<file path="src/rtl/battleship_pkg.sv">
// Shared types, sizes and cell-index helpers for the battleship datapath.
package battleship_pkg;

  localparam int GRID_SIZE = 10;
  localparam int NUM_CELLS = GRID_SIZE * GRID_SIZE;
  localparam int COORD_W   = 4;
  localparam int ADDR_W    = 7;
  localparam int HITS_W    = 5;
  localparam int SHOTS_W   = 7;

  // Two-bit code stored per board cell; 2'b11 is never written.
  typedef enum logic [1:0] {
    CELL_UNKNOWN = 2'b00,
    CELL_MISS    = 2'b01,
    CELL_HIT     = 2'b10
  } cell_state_t;

  typedef enum logic [2:0] {
    ST_IDLE    = 3'd0,
    ST_LOOKUP  = 3'd1,
    ST_RESOLVE = 3'd2,
    ST_REPEAT  = 3'd3,
    ST_DONE    = 3'd4
  } fsm_state_t;

  // True when both coordinates address a real cell of the grid.
  function automatic logic cell_in_range(input logic [COORD_W-1:0] row,
                                         input logic [COORD_W-1:0] col);
    return (row < COORD_W'(GRID_SIZE)) && (col < COORD_W'(GRID_SIZE));
  endfunction

  // Linear cell index row*GRID_SIZE+col, shared by ship map and shot board.
  function automatic logic [ADDR_W-1:0] cell_idx(input logic [COORD_W-1:0] row,
                                                 input logic [COORD_W-1:0] col);
    return ADDR_W'(row) * ADDR_W'(GRID_SIZE) + ADDR_W'(col);
  endfunction

endpackage

</file>
<file path="src/rtl/shot_resolver_if.sv">
// Bundle of the resolver's cursor, ship-map, query and result signals.
interface shot_resolver_if;

  logic       btn_fire;
  logic [3:0] cursor_row;
  logic [3:0] cursor_col;
  logic [6:0] ship_addr;
  logic       ship_data;
  logic [3:0] q_row;
  logic [3:0] q_col;
  logic [1:0] q_state;
  logic       shot_valid;
  logic       shot_hit;
  logic       shot_repeat;
  logic [4:0] hits;
  logic [6:0] shots;
  logic       game_over;

  // View of the resolver itself.
  modport slave (
    input  btn_fire, cursor_row, cursor_col, ship_data, q_row, q_col,
    output ship_addr, q_state, shot_valid, shot_hit, shot_repeat, hits, shots, game_over
  );

  // View of whatever drives the resolver (cursor logic, ship ROM, renderer).
  modport master (
    output btn_fire, cursor_row, cursor_col, ship_data, q_row, q_col,
    input  ship_addr, q_state, shot_valid, shot_hit, shot_repeat, hits, shots, game_over
  );

endinterface

</file>
<file path="src/rtl/btn_debounce.sv">
// Push-button debouncer: slow sample tick, 3-deep history, rising-edge pulse.
module btn_debounce #(
  parameter int DIV_W = 16
) (
  input  logic clk,
  input  logic rst_n,
  input  logic btn_i,
  output logic edge_o
);

  logic [DIV_W-1:0] div_q, div_d;
  logic [2:0]       hist_q, hist_d;
  logic             prev_q;
  logic             level;

  // Free-running divider; the button is sampled on the cycle it wraps to zero.
  // NOTE: every signal assigned here gets a default first so no latch can be inferred.
  always_comb begin
    div_d  = div_q + DIV_W'(1);
    hist_d = hist_q;
    if (&div_q) begin
      hist_d = {hist_q[1:0], btn_i};
    end
  end

  // Level is only trusted once three consecutive samples agree on pressed.
  assign level  = &hist_q;
  assign edge_o = level & ~prev_q;

  // Divider, history and previous-level registers.
  // NOTE: clocked state uses non-blocking assignments so every register sees pre-edge values.
  always_ff @(posedge clk or negedge rst_n) begin
    if (!rst_n) begin
      div_q  <= '0;
      hist_q <= '0;
      prev_q <= 1'b0;
    end else begin
      div_q  <= div_d;
      hist_q <= hist_d;
      prev_q <= level;
    end
  end

endmodule

</file>
<file path="src/rtl/shot_resolver.sv">
// Resolves fire presses against the ship map, keeps the shot board and score.
module shot_resolver
  import battleship_pkg::*;
#(
  parameter int SAMPLE_DIV_W     = 16,
  parameter int TOTAL_SHIP_CELLS = 17
) (
  input  logic           clk,
  input  logic           rst_n,
  shot_resolver_if.slave bus
);

  localparam int BOARD_W = 2 * NUM_CELLS;

  logic               fire_edge;
  fsm_state_t         state_q, state_d;
  logic [ADDR_W-1:0]  addr_q, addr_d;
  logic [BOARD_W-1:0] board_q, board_d;
  logic [HITS_W-1:0]  hits_q, hits_d, hits_inc;
  logic [SHOTS_W-1:0] shots_q, shots_d;
  logic [1:0]         q_state_q, q_state_d;
  logic               shot_valid, shot_hit, shot_repeat;

  logic               cursor_ok;
  logic [ADDR_W-1:0]  cursor_idx;
  logic [1:0]         cursor_cell;
  logic               q_ok;
  logic [ADDR_W-1:0]  q_idx;

  btn_debounce #(
    .DIV_W (SAMPLE_DIV_W)
  ) u_debounce (
    .clk    (clk),
    .rst_n  (rst_n),
    .btn_i  (bus.btn_fire),
    .edge_o (fire_edge)
  );

  assign cursor_ok   = cell_in_range(bus.cursor_row, bus.cursor_col);
  assign cursor_idx  = cell_idx(bus.cursor_row, bus.cursor_col);
  assign cursor_cell = board_q[{cursor_idx, 1'b0} +: 2];
  assign q_ok        = cell_in_range(bus.q_row, bus.q_col);
  assign q_idx       = cell_idx(bus.q_row, bus.q_col);
  assign hits_inc    = (&hits_q) ? hits_q : hits_q + HITS_W'(1);

  // Shot FSM: latch the cell, wait for the ROM, then record and score the shot.
  always_comb begin
    state_d     = state_q;
    addr_d      = addr_q;
    board_d     = board_q;
    hits_d      = hits_q;
    shots_d     = shots_q;
    shot_valid  = 1'b0;
    shot_hit    = 1'b0;
    shot_repeat = 1'b0;
    unique case (state_q)
      ST_IDLE: begin
        if (fire_edge) begin
          if (cursor_ok) begin
            // addr_q doubles as the latched cell, so later cursor moves cannot touch it.
            addr_d  = cursor_idx;
            state_d = (cursor_cell == CELL_UNKNOWN) ? ST_LOOKUP : ST_REPEAT;
          end else begin
            state_d = ST_REPEAT;
          end
        end
      end
      ST_LOOKUP: begin
        state_d = ST_RESOLVE;
      end
      ST_RESOLVE: begin
        board_d[{addr_q, 1'b0} +: 2] = bus.ship_data ? CELL_HIT : CELL_MISS;
        shots_d    = (&shots_q) ? shots_q : shots_q + SHOTS_W'(1);
        hits_d     = bus.ship_data ? hits_inc : hits_q;
        shot_valid = 1'b1;
        shot_hit   = bus.ship_data;
        state_d    = (hits_d == HITS_W'(TOTAL_SHIP_CELLS)) ? ST_DONE : ST_IDLE;
      end
      ST_REPEAT: begin
        shot_repeat = 1'b1;
        state_d     = ST_IDLE;
      end
      ST_DONE: begin
        state_d = ST_DONE;
      end
      default: begin
        state_d = ST_IDLE;
      end
    endcase
  end

  // Renderer query: reads the pre-write board, so a same-cycle write shows next cycle.
  always_comb begin
    q_state_d = CELL_UNKNOWN;
    if (q_ok) begin
      q_state_d = board_q[{q_idx, 1'b0} +: 2];
    end
  end

  // FSM, latched cell, board, counters and query register.
  // NOTE: the board is a register array, not RAM, so it must be reset to clear every cell.
  always_ff @(posedge clk or negedge rst_n) begin
    if (!rst_n) begin
      state_q   <= ST_IDLE;
      addr_q    <= '0;
      board_q   <= '0;
      hits_q    <= '0;
      shots_q   <= '0;
      q_state_q <= '0;
    end else begin
      state_q   <= state_d;
      addr_q    <= addr_d;
      board_q   <= board_d;
      hits_q    <= hits_d;
      shots_q   <= shots_d;
      q_state_q <= q_state_d;
    end
  end

  assign bus.ship_addr   = addr_q;
  assign bus.q_state     = q_state_q;
  assign bus.shot_valid  = shot_valid;
  assign bus.shot_hit    = shot_hit;
  assign bus.shot_repeat = shot_repeat;
  assign bus.hits        = hits_q;
  assign bus.shots       = shots_q;
  assign bus.game_over   = (state_q == ST_DONE);

endmodule
</file>
<file path="src/flat_wrapper.sv">
// flat-port wrapper written by rule: the top's interface ports become plain ports
module shot_resolver_flat import battleship_pkg::*;
#(
  parameter int SAMPLE_DIV_W     = 16,
  parameter int TOTAL_SHIP_CELLS = 17
)
  (clk, rst_n, bus_btn_fire, bus_cursor_row, bus_cursor_col, bus_ship_data, bus_q_row, bus_q_col, bus_ship_addr, bus_q_state, bus_shot_valid, bus_shot_hit, bus_shot_repeat, bus_hits, bus_shots, bus_game_over);
  shot_resolver_if bus_i ();
  input  logic clk;
  input  logic rst_n;
  input wire logic [$bits(bus_i.btn_fire)-1:0] bus_btn_fire;
  input wire logic [$bits(bus_i.cursor_row)-1:0] bus_cursor_row;
  input wire logic [$bits(bus_i.cursor_col)-1:0] bus_cursor_col;
  input wire logic [$bits(bus_i.ship_data)-1:0] bus_ship_data;
  input wire logic [$bits(bus_i.q_row)-1:0] bus_q_row;
  input wire logic [$bits(bus_i.q_col)-1:0] bus_q_col;
  output wire logic [$bits(bus_i.ship_addr)-1:0] bus_ship_addr;
  output wire logic [$bits(bus_i.q_state)-1:0] bus_q_state;
  output wire logic [$bits(bus_i.shot_valid)-1:0] bus_shot_valid;
  output wire logic [$bits(bus_i.shot_hit)-1:0] bus_shot_hit;
  output wire logic [$bits(bus_i.shot_repeat)-1:0] bus_shot_repeat;
  output wire logic [$bits(bus_i.hits)-1:0] bus_hits;
  output wire logic [$bits(bus_i.shots)-1:0] bus_shots;
  output wire logic [$bits(bus_i.game_over)-1:0] bus_game_over;
  assign bus_i.btn_fire = bus_btn_fire;
  assign bus_i.cursor_row = bus_cursor_row;
  assign bus_i.cursor_col = bus_cursor_col;
  assign bus_i.ship_data = bus_ship_data;
  assign bus_i.q_row = bus_q_row;
  assign bus_i.q_col = bus_q_col;
  assign bus_ship_addr = bus_i.ship_addr;
  assign bus_q_state = bus_i.q_state;
  assign bus_shot_valid = bus_i.shot_valid;
  assign bus_shot_hit = bus_i.shot_hit;
  assign bus_shot_repeat = bus_i.shot_repeat;
  assign bus_hits = bus_i.hits;
  assign bus_shots = bus_i.shots;
  assign bus_game_over = bus_i.game_over;
  shot_resolver #(.SAMPLE_DIV_W(SAMPLE_DIV_W), .TOTAL_SHIP_CELLS(TOTAL_SHIP_CELLS)) u_core (.clk(clk), .rst_n(rst_n), .bus(bus_i));
endmodule
</file>
<file path="config.mk">
export PLATFORM = sky130hd
export DESIGN_NAME = shot_resolver_flat
export DESIGN_NICKNAME = d
export VERILOG_FILES = /design/src/rtl/battleship_pkg.sv /design/src/rtl/shot_resolver_if.sv /design/src/rtl/btn_debounce.sv /design/src/rtl/shot_resolver.sv /design/src/flat_wrapper.sv
export SDC_FILE = /design/constraint.sdc
export NUM_CORES = 1
export LEC_CHECK = 0
export BUFFER_PORTS_ARGS = -buffer_cell sky130_fd_sc_hd__buf_2
export CAP_MARGIN = 20
export CORE_MARGIN = 4
export CORE_UTILIZATION = 45
export DETAILED_ROUTE_END_ITERATION = 10
export PLACE_DENSITY = 0.65
export SLEW_MARGIN = 15
export SYNTH_ARGS = -nofsm -noshare
export SYNTH_HDL_FRONTEND = slang
export SYNTH_SLANG_ARGS = --single-unit
export TNS_END_PERCENT = 5
</file>
<file path="constraint.sdc">
create_clock -name clk -period 5.5 [get_ports clk]
set_input_delay 0 -clock clk [delete_from_list [all_inputs] [get_ports clk]]
set_output_delay 0 -clock clk [all_outputs]
set_load 0.1 [all_outputs]
</file>
[Yosys cells after proc, flatten, opt, wreduce, memory -nomap -nowiden]
Index checks and enable logic that the tools add are counted.
Storage, ports and cells
  register bits after elaboration: 244
  bits of input ports: 20
  output and inout bits: 25
  word-level logic and storage cells: 57
Cells by class
  add/sub/neg operators: 6
  multipliers: 2
  order comparisons: 4
  eq/ne operators: 6
  shifts and indexed selects: 4
  muxes and demuxes: 13
  bitwise operators: 3
  reduce and logical (&&, ||, !) cells: 10
Operators by type and width (number)
  $shiftx 200x9->2: 2
  $bwmux 200: 1
  $shift 2x10->200 const A: 1
  $shiftx 2x10->200: 1
  $add 16x1->16 const B: 1
  $lt 4x4->1 const B: 4
  $reduce_and 16->1: 1
  $add 7x4->7: 2
  $mul 4x3->6 const B: 2
  $pmux 3 s4: 1
  $mux 5: 2
  $neg 8->10: 1
  $mux 3: 3
  $add 7x1->7 const B: 1
  $reduce_and 7->1: 1
  $eq 3x2->1 const B: 2
  $mux 2: 3
  $reduce_and 3->1: 2
  $add 5x1->5 const B: 1
  $eq 5x5->1 const B: 1
  $reduce_and 5->1: 1
  $eq 3x1->1 const B: 1
  $eq 3x3->1 const B: 1
  $logic_not 3->1: 1
  7 further kinds: 11

[Longest topological paths before layout]
  depth in word-level cells: 8
  gate-level depth with buffers: 12
  gate-level depth less buffers: 10

[Cells and area by module]
From an unflattened synthesis, not the netlist that was laid out.
Second synthesis, totals
  cell total of the unflattened synthesis: 1208
  area, all modules: 13787.0 um^2
By module, submodules not included
  shot_resolver: times used 1, cells an instance 1146, area an instance 12954.9 um^2, sequential area each 5605.4 um^2
  btn_debounce: times used 1, cells an instance 62, area an instance 832.0 um^2, sequential area each 500.5 um^2

[Worst setup path after synthesis]
No wires, ideal clock.
  kind: flip-flop to flip-flop
  from: register u_core.addr_q[0] (netlist: u_core.bus.ship_addr[0])
  to: register u_core.board_q[186]
  setup time: 0.128 ns
  data arrival time: 3.324 ns
  required time: 5.372 ns
  path slack: 2.049 ns
  cell stages (with the launch flop): 12
  buffers on the path: 3
  period minus slack after synthesis: 3.451 ns
  path through: dfrtp_1 > clkbuf_1 > inv_1 > ha_1 > or4b_4 > a2111oi_4 > o21ai_2 > or3_1 > buf_6 > buf_8 > nor2_4 > mux2_1
Between the ends
  word-level cells in the longest chain between the ends: 3
  elaborated cells between the ends (all ways): 4
  those cells by class: add/sub (1); shift (2); mux (1)
Ends and longest elaborated chain
  start: declaration: line shot_resolver.sv:17  | logic [ADDR_W-1:0] addr_q, addr_d;
  start signal: assignment: line shot_resolver.sv:112  | addr_q <= addr_d;
  $neg 8->10 (*): line shot_resolver.sv:72  | board_d[{addr_q, 1'b0} +: 2] = bus.ship_data ? CELL_HIT : CELL_MISS;
  $shiftx 2x10->200 or $shift 2x10->200 (tied branches): line shot_resolver.sv:72
  $bwmux 200 (*): line shot_resolver.sv:72
  end signal: assignment: line shot_resolver.sv:113  | board_q <= board_d;
  end: declaration: line shot_resolver.sv:18  | logic [BOARD_W-1:0] board_q, board_d;
Mark *: on every way between the ends. The rest lies on a longest branch, timed or not.
A chain may end at the register's enable or synchronous reset.

[Worst setup path in the final report]
  from: register u_core.addr_q[0] (netlist: u_core.bus.ship_addr[0])
  to: register u_core.board_q[41]
Same word-level chain as after synthesis.

==> metrics.txt <==
# TYPE chip_impl_metric gauge
chip_impl_metric{name="critical_path_peak_fanout",unit=""} 20
chip_impl_info{name="worst_hold_path_type",value="in -> reg"} 1
chip_impl_metric{name="pwr_density_cell",unit="nW/µm²"} 278
chip_impl_metric{name="grtUsageTotal",unit="%"} 24.9
chip_impl_metric{name="path_clk_slew",unit="ns"} 0.07
chip_impl_metric{name="nNetsFinal",unit=""} 1310
chip_impl_metric{name="syn-mean-instance-area",unit="µm²"} 11.1
chip_impl_metric{name="post_place_worst_slack",unit="ns"} 1.92
chip_impl_metric{name="routed-via-count",unit=""} 10700
chip_impl_metric{name="post_drt_via_cell_ratio",unit=""} 6.41
chip_impl_metric{name="grt_antenna_before_repair",unit=""} 0
chip_impl_metric{name="worst_slew_margin_rel",unit="%"} 31.6
chip_impl_metric{name="initial_cell_density_of_the_core",unit="%"} 46.1
chip_impl_metric{name="total_leakage_power",unit="µW"} 0.00645
chip_impl_metric{name="detailedPlacementHpwl",unit="µm"} 29400
chip_impl_metric{name="combined_area_of_the_multi_input_logic_cells",unit="µm²"} 7340
chip_impl_info{name="startpoint_type",value="flip-flop"} 1
chip_impl_metric{name="synth_largest_type_area_fraction",unit="%"} 44.3
chip_impl_metric{name="drt_drc_violations_left",unit=""} 0
chip_impl_metric{name="remaining_global_route_overflow",unit=""} 0
chip_impl_metric{name="cts_num_sinks",unit=""} 244
chip_impl_metric{name="synth.distinct_cells",unit=""} 71
chip_impl_metric{name="min_period_over_period",unit="%"} 67.1
chip_impl_info{name="layout.cells.most_common",value="dfrtp_1"} 1
chip_impl_metric{name="row_count",unit=""} 63
chip_impl_info{name="leading_cell_types_in_the_layout_fill_and_taps_excluded",value="dfrtp_1 (244), nor2_1 (176), mux2_2 (166), nor3_1 (73), nand2_1 (60)"} 1
chip_impl_metric{name="cts_made_buffers",unit=""} 27
chip_impl_metric{name="gp_congestion",unit=""} 0.912
chip_impl_metric{name="total_routed_length",unit="µm"} 41700
chip_impl_metric{name="port-buffer-count",unit=""} 44
chip_impl_metric{name="comb_power_share",unit="%"} 14.8
chip_impl_metric{name="clockPowerShare",unit="%"} 42.1
chip_impl_metric{name="worstPathArrival",unit="ns"} 4.12
chip_impl_metric{name="p_sw_share",unit="%"} 28.3
chip_impl_metric{name="drt_iter0_markers",unit=""} 1146
chip_impl_metric{name="post_synth_edffs",unit=""} 0
chip_impl_metric{name="power.total",unit="µW"} 4230
chip_impl_metric{name="drv_slew",unit=""} 0
chip_impl_info{name="synth_top_cells_by_area",value="dfrtp_1 (44%), mux2_2 (14%), mux4_2 (9.0%)"} 1
chip_impl_metric{name="die_w",unit="µm"} 183
chip_impl_metric{name="core_region_area",unit="µm²"} 30000
chip_impl_metric{name="fp.dieArea",unit="µm²"} 33500
chip_impl_metric{name="clock_tree.htree_level_count",unit=""} 1
chip_impl_metric{name="ant_nets_after_route",unit=""} 0
chip_impl_metric{name="drt_pass1_iterations",unit=""} 5
chip_impl_metric{name="worst_slew_pin_slew",unit="ns"} 1.02
chip_impl_metric{name="routedWlPerCell",unit="µm"} 24.9
chip_impl_info{name="clock_tree_from_tritoncts",value="built"} 1
chip_impl_info{name="endpoint_kind",value="flip-flop"} 1
chip_impl_metric{name="post_synth_inst_count",unit=""} 1241
chip_impl_info{name="root_driver",value="clkbuf_16"} 1
chip_impl_metric{name="share_of_synthesized_registers_carrying_an_async_set_or_reset",unit="%"} 100
chip_impl_info{name="timing.critical_path.from",value="u_core.bus.ship_addr[0]"} 1
chip_impl_metric{name="max_freq",unit="MHz"} 271
chip_impl_metric{name="power.internal",unit="µW"} 3030
chip_impl_metric{name="io-pin-count",unit=""} 45
chip_impl_metric{name="hold_viol",unit=""} 0
chip_impl_metric{name="nFillCells",unit=""} 2661
chip_impl_metric{name="yosys_register_bits",unit=""} 244
chip_impl_metric{name="timing.final.crit_period",unit="ns"} 3.69
chip_impl_metric{name="yosysWarningCount",unit=""} 0
chip_impl_metric{name="switchingPower",unit="µW"} 1200
chip_impl_info{name="timing.rr.start",value="u_core.bus.ship_addr[0]"} 1
chip_impl_info{name="outcome",value="finished clean"} 1
chip_impl_metric{name="layout-area-overhead-vs-synth",unit="%"} 10.5
chip_impl_metric{name="via_count_of_the_first_global_routing_pass",unit=""} 10600
chip_impl_info{name="synth-main-ff-cell",value="dfrtp_1"} 1
chip_impl_metric{name="clk-insertion-delay-late",unit="ns"} 0.56
chip_impl_metric{name="syn_nets",unit=""} 1285
chip_impl_metric{name="synth-seq-area-share",unit="%"} 44.3
chip_impl_metric{name="ir_drop",unit="mV"} 0.201
chip_impl_metric{name="post-cts-setup-buffer-count",unit=""} 0
chip_impl_metric{name="seq_power_share",unit="%"} 43.1
chip_impl_metric{name="final.setup_skew",unit="ns"} 0.0202
chip_impl_metric{name="grt_first_pass_wirelength",unit="µm"} 64900
chip_impl_metric{name="fin_ws",unit="ns"} 1.81
chip_impl_metric{name="final_layout_size_suffix_gt1_share",unit="%"} 27.4
chip_impl_metric{name="fin_tns_setup",unit="ns"} 0
chip_impl_info{name="synth_area_leader_cell",value="dfrtp_1"} 1
chip_impl_info{name="rsz0062_at_grt",value="false"} 1
chip_impl_metric{name="syn-cell-area",unit="µm²"} 13800
chip_impl_metric{name="worst-endpoint-required",unit="ns"} 5.93
chip_impl_metric{name="die_height",unit="µm"} 183
chip_impl_metric{name="register_area",unit="µm²"} 6110
chip_impl_metric{name="cts_buffer_depth",unit=""} 3
chip_impl_metric{name="antenna_cells_inserted",unit=""} 0
chip_impl_metric{name="grt_start_max_net_pins",unit=""} 132
chip_impl_metric{name="hold_ws",unit="ns"} 0.0242
chip_impl_metric{name="dpl-instance-area",unit="µm²"} 14300
chip_impl_metric{name="finalInstanceArea",unit="µm²"} 15200
chip_impl_info{name="hold_path.startpoint",value="bus_cursor_col[3]"} 1
chip_impl_metric{name="maximum_capacitance_violations",unit=""} 0
chip_impl_metric{name="setup_viol",unit=""} 0
chip_impl_info{name="path_type_of_the_worst_setup_path",value="reg -> reg"} 1
## routing by layer
| metal | vias to the layer above | part of all wire [%] | global-route usage, % | routed length (µm) |
|---|---|---|---|---|
| met3 | 98 | 9.5 | 4.66 | 3950 |
| met2 | 579 | 45 | 38.0 | 18900 |
| met4 | 0 | 4.2 | 9.74 | 1760 |
| met5 | - | 0 | 0 | 0 |
| met1 | 5415 | 41 | 35.4 | 17100 |
| li1 | 4654 | - | - | - |
## cell families after synthesis
group | share of synthesized area, %
buffers and inverters | 2.78
xor gates and xnor gates | 2.48
adders and majority gates | 2.39
and+or+nand+nor | 14.5
DFF | 44.3
AOI/OAI and AO/OA | 9.49
muxes | 24.1
## area by class of cell
class | instances | share of cell area (%)
flip-flops and latches | 244 | 40.1
well taps | 390 | 3.20
repair buffers | 65 | 2.71
clock inverters | 8 | 0.468
multi-input cells | 917 | 48.1
clock buffers | 41 | 5.17
inverters | 11 | 0.271
## sequential cells by signal (all words and copies together), names as in the netlist
signal and count:
u_core.bus.ship_addr 7, u_core.u_debounce.hist_q 3, u_core.board_q 200, u_core.bus.shots 7, u_core.bus.hits 5, u_core.bus.q_state 2, u_core.u_debounce.div_q 16, u_core.state_q 3
u_core.u_debounce.prev_q 1
## stage by stage
step | instances | util [%]
2_1_floorplan | 1241 | -
3_3_place_gp | 1620 | 47.8
3_5_place_dp | 1621 | 47.8
4_1_cts | 1675 | 50.9
5_1_grt | 1676 | 50.9
6_report | 1676 | 50.9
## final timing paths
kind	endpoint	slack, ns	cells past startpoint
min in group asynchronous	u_core.board_q[1]	0.06	2
worst min-delay path	u_core.state_q[1]	0.02	5
worst max register to register	u_core.board_q[41]	1.81	8
worst min register to register	u_core.u_debounce.div_q[0]	0.47	1
max in group asynchronous	u_core.board_q[63]	4.20	3
worst max-delay path	u_core.board_q[41]	1.81	8
## worst max-delay path: stages, from the launching register on
cell,delay [ns]
dfrtp_1,0.61
inv_1,0.19
ha_1,0.28
nand2b_1,0.15
nand2_1,0.46
nor2_1,0.54
nand2_1,0.65
nor2_1,0.30
mux2_2,0.36
## repair_timing
action / 4_1_cts / 5_1_grt
endpoints found under the hold margin: 116 / 0
resized for setup: 0 / 0
hold buffers: 5 / 0
## synth_stat cells, types with 4 or more instances
| library cell | instances |
|---|---|
| nand3_1 | 31 |
| mux2_2 | 166 |
| buf_1 | 10 |
| mux2i_1 | 7 |
| mux2_1 | 13 |
| a211oi_1 | 39 |
| mux4_2 | 55 |
| nor2_2 | 8 |
| o31ai_1 | 27 |
| nor3b_1 | 4 |
| buf_2 | 9 |
| or2_2 | 4 |
| nand2b_1 | 10 |
| o41ai_1 | 9 |
| inv_1 | 11 |
| and3_1 | 8 |
| and2_1 | 4 |
| nand4_1 | 10 |
| ha_1 | 20 |
| or3_1 | 4 |
| a31oi_1 | 6 |
| nor2_1 | 176 |
| nand2_1 | 60 |
| clkbuf_1 | 38 |
| nor2b_1 | 4 |
| buf_4 | 7 |
| dfrtp_1 | 244 |
| a21o_1 | 4 |
| nor4_1 | 8 |
| xnor2_1 | 23 |
| xor2_1 | 16 |
| a21oi_1 | 10 |
| o21ai_0 | 56 |
| fa_1 | 4 |
| o221ai_1 | 4 |
| nor3_1 | 73 |
## power groups by stage
| stage | Sequential, µW | Clock, µW | Combinational, µW |
|---|---|---|---|
| 6_report | 1820 | 1780 | 624 |
| 5_1_grt | 1830 | 1880 | 658 |
| 4_1_cts | 1820 | 1810 | 613 |
| 3_5_place_dp | 1860 | 0 | 607 |
| 3_3_place_gp | 1860 | 0 | 605 |
| 2_1_floorplan | 1930 | 0 | 323 |
Power figures use the tool's default switching activity.
